### src/rtl/ahb_rr_arbiter.sv
// ahb_rr_arbiter: round-robin AHB-Lite bus arbiter, re-arbitrating only at hready-qualified transfer boundaries.
// Define AHB_ARB_LOCK_EN to honour hlock with a LOCKED state and hmastlock.
module ahb_rr_arbiter #(
    parameter int NUM_MST = 4,
    parameter int MW      = 2,
    parameter int DEF_MST = 0
) (
    input  logic               hclk,
    input  logic               hresetn,
    input  logic [NUM_MST-1:0] hbusreq,
    input  logic [NUM_MST-1:0] hlock,
    input  logic [1:0]         htrans,
    input  logic [2:0]         hburst,
    input  logic               hready,
    output logic [NUM_MST-1:0] hgrant,
    output logic [MW-1:0]      hmaster,
    output logic [MW-1:0]      hmaster_data,
    output logic               hmastlock
);
    localparam logic [MW-1:0] DEF = MW'(DEF_MST);

    typedef enum logic [1:0] {
        S_PARK,
        S_OWNED
`ifdef AHB_ARB_LOCK_EN
        , S_LOCKED
`endif
    } t_state;

    t_state               r_state, w_state_nxt, w_state_win;
    logic [MW-1:0]        r_last, r_hmaster, r_hmaster_data, w_last_nxt, w_owner_nxt, w_pick;
    logic [NUM_MST-1:0]   r_hgrant, w_grant_nxt;
    logic                 w_bnd, w_any, w_arb;

    // Scan last+1, last+2, ... wrapping; the owner itself (offset NUM_MST) comes last.
    function automatic logic [MW-1:0] f_pick(input logic [NUM_MST-1:0] req, input logic [MW-1:0] last);
        logic [MW-1:0] pick;
        pick = last;
        for (int k = NUM_MST; k >= 1; k--)
            if (req[(int'(last) + k) % NUM_MST]) pick = MW'((int'(last) + k) % NUM_MST);
        return pick;
    endfunction

    assign w_bnd  = htrans == 2'b00 || (htrans == 2'b10 && hburst == 3'b000);
    assign w_any  = |hbusreq;
    assign w_pick = f_pick(hbusreq, r_last);

`ifdef AHB_ARB_LOCK_EN
    assign w_arb       = r_state == S_PARK || (w_bnd && (r_state == S_OWNED || !hlock[r_hmaster]));
    assign w_state_win = hlock[w_pick] ? S_LOCKED : S_OWNED;
    assign hmastlock   = r_state == S_LOCKED;
`else
    logic w_unused;
    assign w_unused    = ^hlock;
    assign w_arb       = r_state == S_PARK || w_bnd;
    assign w_state_win = S_OWNED;
    assign hmastlock   = 1'b0;
`endif

    always_ff @(posedge hclk) begin
        if (!hresetn) begin
            r_state        <= S_PARK;
            r_last         <= DEF;
            r_hmaster      <= DEF;
            r_hmaster_data <= DEF;
            r_hgrant       <= NUM_MST'(1) << DEF_MST;
        end else if (hready) begin
            r_state        <= w_state_nxt;
            r_last         <= w_last_nxt;
            r_hmaster      <= w_owner_nxt;
            r_hmaster_data <= r_hmaster;
            r_hgrant       <= w_grant_nxt;
        end
    end

    always_comb begin
        w_state_nxt = r_state;
        w_owner_nxt = r_hmaster;
        w_last_nxt  = r_last;
        if (w_arb) begin
            w_state_nxt = w_any ? w_state_win : S_PARK;
            w_owner_nxt = w_any ? w_pick : DEF;
            w_last_nxt  = w_any ? w_pick : r_last;
        end
    end

    always_comb begin
        w_grant_nxt = '0;
        w_grant_nxt[w_owner_nxt] = 1'b1;
    end

    assign hgrant       = r_hgrant;
    assign hmaster      = r_hmaster;
    assign hmaster_data = r_hmaster_data;
endmodule

### config.mk
export PLATFORM = sky130hd
export DESIGN_NAME = ahb_rr_arbiter
export DESIGN_NICKNAME = d
export VERILOG_FILES = /design/src/rtl/ahb_rr_arbiter.sv
export SDC_FILE = /design/constraint.sdc
export NUM_CORES = 1
export LEC_CHECK = 0
export CAP_MARGIN = 20
export CORE_ASPECT_RATIO = 0.9
export CORE_MARGIN = 2
export CORE_UTILIZATION = 25
export CTS_CLUSTER_SIZE = 20
export DETAILED_ROUTE_END_ITERATION = 10
export GPL_TIMING_DRIVEN = 0
export HOLD_SLACK_MARGIN = 0.15
export PLACE_DENSITY = 0.52
export SLEW_MARGIN = 20
export SYNTH_ARGS = -nofsm -noshare
export SYNTH_HDL_FRONTEND = slang
export SYNTH_SLANG_ARGS = --single-unit
### constraint.sdc
create_clock -name hclk -period 2.43 [get_ports hclk]
set_clock_uncertainty 0.1 [all_clocks]
set_input_delay 0.6075 -clock hclk [delete_from_list [all_inputs] [get_ports hclk]]
set_output_delay 0.6075 -clock hclk [all_outputs]
set_load 0.1 [all_outputs]
==> metrics.md, run 1 <==
| Metric | Value |
|---|---|
| Status | finished clean |
| Worst path max stage delay | 0.88 ns |
| Reg2Reg Depth | 6 |
| Initial antenna violation count | 0 |
| Core footprint | 0.002202 mm2 |
| IR drop worst, VDD | 0.2937 mV |
| Placer Congestion | 0.6538 |
| Vias in the first global route | 501 |
| Main area contributors after synthesis | dfxtp_1 (38%), mux2i_1 (6.8%), nor2b_1 (4.3%), nor4_4 (3.6%), o211a_1 (3.4%) |
| Minimum clock period | 2.233 ns |
| Synth Area in Simple Gates | 29.85% |
| Post-synthesis sequential element count | 11 |
| Bufs on Longest Clock Path | 2 |
| Sum of negative setup slack | 0 ns |
| FF-to-FF setup slack | 0.84 ns |
| I/O pin count | 25 |
| Hold worst-path end | hgrant[3] |
| CP max stage cell | dlygate4sd2_1 |
| GRT Total Usage | 10.35% |
| RSZ-0062 raised after global routing | no |
| Crit path launch type | register |
| Max_slew headroom | 36.04% |
| Finish-stage setup viols | 0 |
| Ant. Diodes | 0 |
| Synth area leader | dfxtp_1 |
| Vias | 512 |
| Share of layout cells above drive strength 1 | 13.95% |
| WP depth | 1 |
| Die ar. | 0.002751 mm2 |
| Site Rows | 16 |
| Number of H-tree levels | 1 |
| XOR/XNOR Fraction of Synth Area | 0% |
| Largest net degree at the start of global routing | 11 |
| First-pass iteration count of the detailed router | 3 |
| Max Cap Viol | 0 |
| Sequential area share after synthesis | 37.53% |
| Worst-margin pin slew | 0.9632 ns |
| DR iter-0 viols | 11 |
| Adder-cell share of the synthesized area | 0% |
| HP Start | hgrant[3] |
| Final hold viol count | 0 |
| Nets | 103 |
| Routed WL | 1190 um |
| Clk slew on worst S/H paths | 0.07 ns |
| Total power draw | 503.1 uW |
| Root Buffer | clkbuf_4 |
| Worst R2R End | hgrant[3] |
| Num Clock Sinks | 11 |
| TritonCTS buffer count | 3 |
| Max Clock Freq | 447.9 MHz |
| Die width | 55.07 um |
| Pwr dens | 615.7 mW/mm2 |
| Post-synthesis async set-or-reset flop share | 0% |
| DR WL/cell | 10.53 um |
| CP endpoint kind | output pin |
| Vias/cell | 4.531 |
| Largest family of logic cells by synthesized area | simple AND/OR/NAND/NOR gates |
| Most instantiated library cell after synthesis | dfxtp_1 |
| Cells after Synth | 64 |
| Warnings, synthesis | 0 |
| Global-route wire length before repair | 2076 um |
| Area growth, synth to finish | 39.23% |
| Syn nets | 80 |
| Die Y | 49.96 um |
| Hold depth | 2 |
| Fillcell total | 242 |
| Critical-path maximum fanout | 4 |
| Util after Layout | 37.10% |
| Post-synthesis mux area share | 6.823% |
| Critical path buffer and inverter count | 1 |
| HPWL Detailed | 909.7 um |
| Compound-Gate Fraction of Synth Area | 21.11% |
| Post-CTS setup buffers | 0 |
| Worst Path Required | 1.72 ns |
| WS Path Type | register to output pin |
| Post-synthesis cell area | 586.8 um2 |
| EDFF count, synth | 0 |
| Main flop type after synthesis | dfxtp_1 |
| Static Leak | 0.3538 nW |
| Port Buffers | 18 |
| Reg2reg start | r_last[1] |
| Post-synthesis cell type count | 33 |
| Total grt overflow | 0 |
| Worst skew pair latency | 0.26 ns |
| Avg Inst Size Synth | 9.169 um2 |
| Residual DRC | 0 |
| Initial core utilization | 26.65% |
| Final worst path period share | 91.87% |
| Max Slew Vio Count | 0 |
| Worst-path cell chain | dlygate4sd2_1 |
| Yosys top cell area share | 37.53% |
| CTS tree | yes |
| Remaining antenna violation count | 0 |
| Crit path max-delay family | buffers and inverters |
| Hold WC Path Type | register to register |
| CP arrival | 1.53 ns |
| Top post-synthesis cells by count | dfxtp_1 (11), nor2_1 (5) |
==> kinds of logic (layout without fill, tap and decap cells) <==
| logic type | after synthesis | after routing |
|---|---|---|
| DFF | 11 | 11 |
| muxes | 4 | 4 |
| buffers and inverters | 5 | 27 |
| AOI/OAI and AO/OA | 16 | 16 |
| other | 1 | 1 |
| and+or+nand+nor | 27 | 27 |
==> routing by layer <==
layer  track usage [%]  part of all wire, %
met4             3.659                    0
met2             15.48                   46
met5                 0                    0
met1             14.07                   49
met3             2.727                  5.2
==> per-stage QoR <==
step | hold WS (ns) | area [um2] | instances | setup slack [ns]
global route | 0.4196 | 817.0 | 113 | 0.1382
floorplan | 0.4154 | 586.8 | 64 | 0.6782
global placement | 0.3737 | 800.8 | 109 | 0.09740
finish | 0.3833 | 817.0 | 113 | 0.1975
CTS | 0.3854 | 817.0 | 113 | 0.1738
detailed placement | 0.3815 | 800.8 | 109 | 0.1126
==> worst max-delay path by stage <==
stage | startpoint | to | slack, ns
floorplan | hbusreq[1] | hgrant[3] | 0.68
global route | hmaster[1] | hmaster[1] | 0.14
CTS | hmaster[1] | hmaster[1] | 0.17
global placement | hbusreq[1] | hgrant[3] | 0.1
finish | hmaster[1] | hmaster[1] | 0.20
detailed placement | hbusreq[1] | hgrant[3] | 0.11
==> power by group <==
group / total (mW) / switching (mW) / leakage (nW) / internal [mW]
sequential: 0.203 / 0.00836 / 0.0907 / 0.194
clock: 0.124 / 0.0604 / 0.0150 / 0.0634
combinational: 0.177 / 0.123 / 0.248 / 0.0532
total: 0.503 / 0.192 / 0.354 / 0.311
==> sequential cells by signal (all words and copies together) (netlist names) <==
signal        cells
hgrant            4
r_last            2
hmaster_data      2
hmaster           2
r_state           1
==> cell usage in the layout, fill, tap and decap left out, types with 2 or more instances in the layout <==
cell type / Yosys / final
nor2_1: 5 / 5
o211a_1: 2 / 2
o21ai_0: 4 / 4
mux2i_1: 4 / 4
a21oi_1: 2 / 2
clkdlybuf4s50_1: 0 / 10
a21boi_0: 2 / 2
clkbuf_4: 0 / 3
dlygate4sd2_1: 0 / 8
nor2b_1: 4 / 4
nand2_1: 4 / 4
clkbuf_1: 2 / 3
dfxtp_1: 11 / 11
nand3_1: 2 / 2
==> cell type report <==
class / instances / area (um2) / area share (%)
Multi-Input combinational cell: 48 / 342.8 / 41.96
Sequential cell: 11 / 220.2 / 26.95
Timing Repair Buffer: 18 / 170.2 / 20.83
Tap cell: 27 / 33.78 / 4.135
Clock buffer: 4 / 26.28 / 3.216
Buffer: 4 / 20.02 / 2.450
Inverter: 1 / 3.754 / 0.4594
==> timing repair <==
item | 4_1_cts | 5_1_grt
gates resized for setup | 8 | 0
hold buffers | 0 | 0
setup endpoints to repair | 8 | 0
Power figures use the tool's default switching activity.
==> run 2: changes to the inputs <==
--- a/config.mk
+++ b/config.mk
@@ -6,6 +6,8 @@
 export NUM_CORES = 1
 export LEC_CHECK = 0
 export CAP_MARGIN = 20
+export CELL_PAD_IN_SITES_DETAIL_PLACEMENT = 0
+export CELL_PAD_IN_SITES_GLOBAL_PLACEMENT = 1
 export CORE_ASPECT_RATIO = 0.9
 export CORE_MARGIN = 2
 export CORE_UTILIZATION = 25
@@ -13,7 +15,8 @@
 export DETAILED_ROUTE_END_ITERATION = 10
 export GPL_TIMING_DRIVEN = 0
 export HOLD_SLACK_MARGIN = 0.15
-export PLACE_DENSITY = 0.52
+export MAX_ROUTING_LAYER = met4
+export PLACE_DENSITY = 0.67
 export SLEW_MARGIN = 20
 export SYNTH_ARGS = -nofsm -noshare
 export SYNTH_HDL_FRONTEND = slang
==> metrics.md, run 2 (synthesis gave the netlist of run 1 again) <==
| Metric | Value |
|---|---|
| Initial antenna violation count | 0 (unchanged) |
| Sum of negative setup slack | 0 ns (unchanged) |
| Reg2reg start | r_last[1] |
| Root Buffer | clkbuf_4 |
| DR iter-0 viols | 7 (-4) |
| CTS tree | yes |
| Fin area | 818.3 um2 (+0.15%) |
| Site Rows | 16 (unchanged) |
| FF-to-FF setup slack | 0.87 ns (+0.03 ns) |
| RSZ-0062 raised after global routing | no |
| Critical Path Start | hmaster[1] |
| Status | finished clean |
| Finish-stage setup viols | 0 (unchanged) |
| Most frequent cells in the layout | dfxtp_1 (11), clkdlybuf4s50_1 (10), dlygate4sd2_1 (8) |
| Vias | 518 (+1.2%) |
| Clk slew on worst S/H paths | 0.08 ns (about the same) |
| DR WL/cell | 10.50 um (-0.34%) |
| Worst path max stage delay | 0.88 ns (about the same) |
| Final hold viol count | 0 (unchanged) |
| Remaining antenna violation count | 0 (unchanged) |
| Max reg flops | 4 (unchanged) |
| Placed instance area | 800.8 um2 (unchanged) |
| Worst-path cell chain | dlygate4sd2_1 |
| WS Path Type | register to output pin |
| Bufs on Longest Clock Path | 2 (unchanged) |
| TritonCTS buffer count | 3 (unchanged) |
| Initial core utilization | 26.65% (unchanged) |
| Worst skew pair latency | 0.28 ns (+0.02 ns) |
| Final worst path period share | 92.74% (+0.87 points) |
| Max Clock Freq | 443.7 MHz (-0.94%) |
| First-pass iteration count of the detailed router | 4 (+1) |
| Max_slew headroom | 35.72% (-0.32 points) |
| CP arrival | 1.55 ns (+0.02 ns) |
| HPWL Detailed | 887 um (-2.5%) |
| Reg2Reg Depth | 6 (unchanged) |
| Die ar. | 0.002751 mm2 (unchanged) |
| CP max stage cell | dlygate4sd2_1 |
| Vias/cell | 4.584 (+1.2%) |
| Max Cap Viol | 0 (unchanged) |
| Port Buffers | 18 (unchanged) |
| Total power draw | 507.6 uW (+0.90%) |
| Num Clock Sinks | 11 (unchanged) |
| Die Y | 49.96 um (unchanged) |
| Largest net degree at the start of global routing | 11 (unchanged) |
| I/O pin count | 25 (unchanged) |
| Minimum clock period | 2.254 ns (+0.02110 ns) |
| Worst-margin pin slew | 0.9680 ns (+0.004870 ns) |
| Global-route wire length before repair | 2014 um (-3.0%) |
| Post-CTS setup buffers | 0 (unchanged) |
| Residual DRC | 0 (unchanged) |
| Crit path launch type | register |
| Max Slew Vio Count | 0 (unchanged) |
| Nets | 103 (unchanged) |
| Pwr dens | 620.3 mW/mm2 (+0.74%) |
| CP endpoint kind | output pin |
| Commonest non-fill, non-tap cell in the layout | dfxtp_1 |
| Crit path max-delay family | buffers and inverters |
| Placer Congestion | 0.6596 (+0.89%) |
| IR drop worst, VDD | 0.4104 mV (+40%) |
| Hold WC Path Type | register to register |
| Core footprint | 0.002202 mm2 (unchanged) |
| Critical path buffer and inverter count | 1 (unchanged) |
| Routed WL | 1186 um (-0.34%) |
| Critical Path Sink | hmaster[1] |
| Share of layout cells above drive strength 1 | 15.12% (+1.2 points) |
| Ant. Diodes | 0 (unchanged) |
| Critical-path maximum fanout | 4 (unchanged) |
| Vias in the first global route | 471 (-6.0%) |
| Area growth, synth to finish | 39.45% |
| Static Leak | 0.3565 nW (+0.77%) |
| WP depth | 1 (unchanged) |
| Die width | 55.07 um (unchanged) |
| Total grt overflow | 0 (unchanged) |
| Number of H-tree levels | 1 (unchanged) |
| Worst Path Required | 1.72 ns (about the same) |
| Worst R2R End | hgrant[3] |
| GRT Total Usage | 10.60% (+0.26 points) |
run 2: changes by cell type in the layout (fill, tap and decap cells not counted), sizes merged:
cell / before / now
clkbuf: 6 / 5
clkinv: 0 / 1
run 2: repair_timing:
item	in CTS	in global routing
setup endpoints to repair	8	0
hold buffers	0	0
resized for setup	8	0
run 2: stage by stage:
step / utilization (%) / hold WS, ns / setup slack [ns] / instances
floorplan: - / 0.4154 / 0.6782 / 64
CTS: 37.16 / 0.3865 / 0.1629 / 113
finish: 37.16 / 0.3881 / 0.1764 / 113
detailed placement: 36.36 / 0.3750 / 0.1073 / 109
global route: 37.16 / 0.4207 / 0.09590 / 113
global placement: 36.36 / 0.3716 / 0.08787 / 109
run 2: report_power, final:
| group | leakage, nW | switching, mW | internal, mW |
|---|---|---|---|
| Combinational | 0.248 | 0.124 | 0.0532 |
| Sequential | 0.0907 | 0.00828 | 0.194 |
| Clock | 0.0177 | 0.0668 | 0.0610 |
run 2: how the worst min path moves through the flow:
stage | from | to | slack [ns] | depth (start not counted)
6_report | hgrant[0] | hgrant[0] | 0.39 | 2
5_1_grt | hgrant[2] | hgrant[2] | 0.42 | 2
3_3_place_gp | hgrant[0] | hgrant[0] | 0.37 | 2
4_1_cts | hgrant[0] | hgrant[0] | 0.39 | 2
2_1_floorplan | r_state[0] | r_state[0] | 0.42 | 2
3_5_place_dp | hgrant[0] | hgrant[0] | 0.38 | 2
run 2: per-layer routing:
metal	track usage, %	up-vias	part of all wire (%)
met1	13.65	229	49
met5	-	-	0
met2	14.09	15	43
met3	4.545	5	6.4
met4	4.878	0	2.2
li1	-	269	-
run 2: worst min-delay path: cells and delay by family, from the launching register on:
| kind | cells | cell delay [ns] |
|---|---|---|
| compound gates | 2 | 0.13 |
| flops | 1 | 0.32 |
run 2: layout make-up:
type                       count  area [um2]
multi-input combinational     48       342.8
clock inverter                 1       5.005
tap                           27       33.78
inverter                       1       3.754
timing repair buffer          18       170.2
fill                         228        1384
clock buffer                   3       22.52
sequential                    11       220.2
buffer                         4       20.02
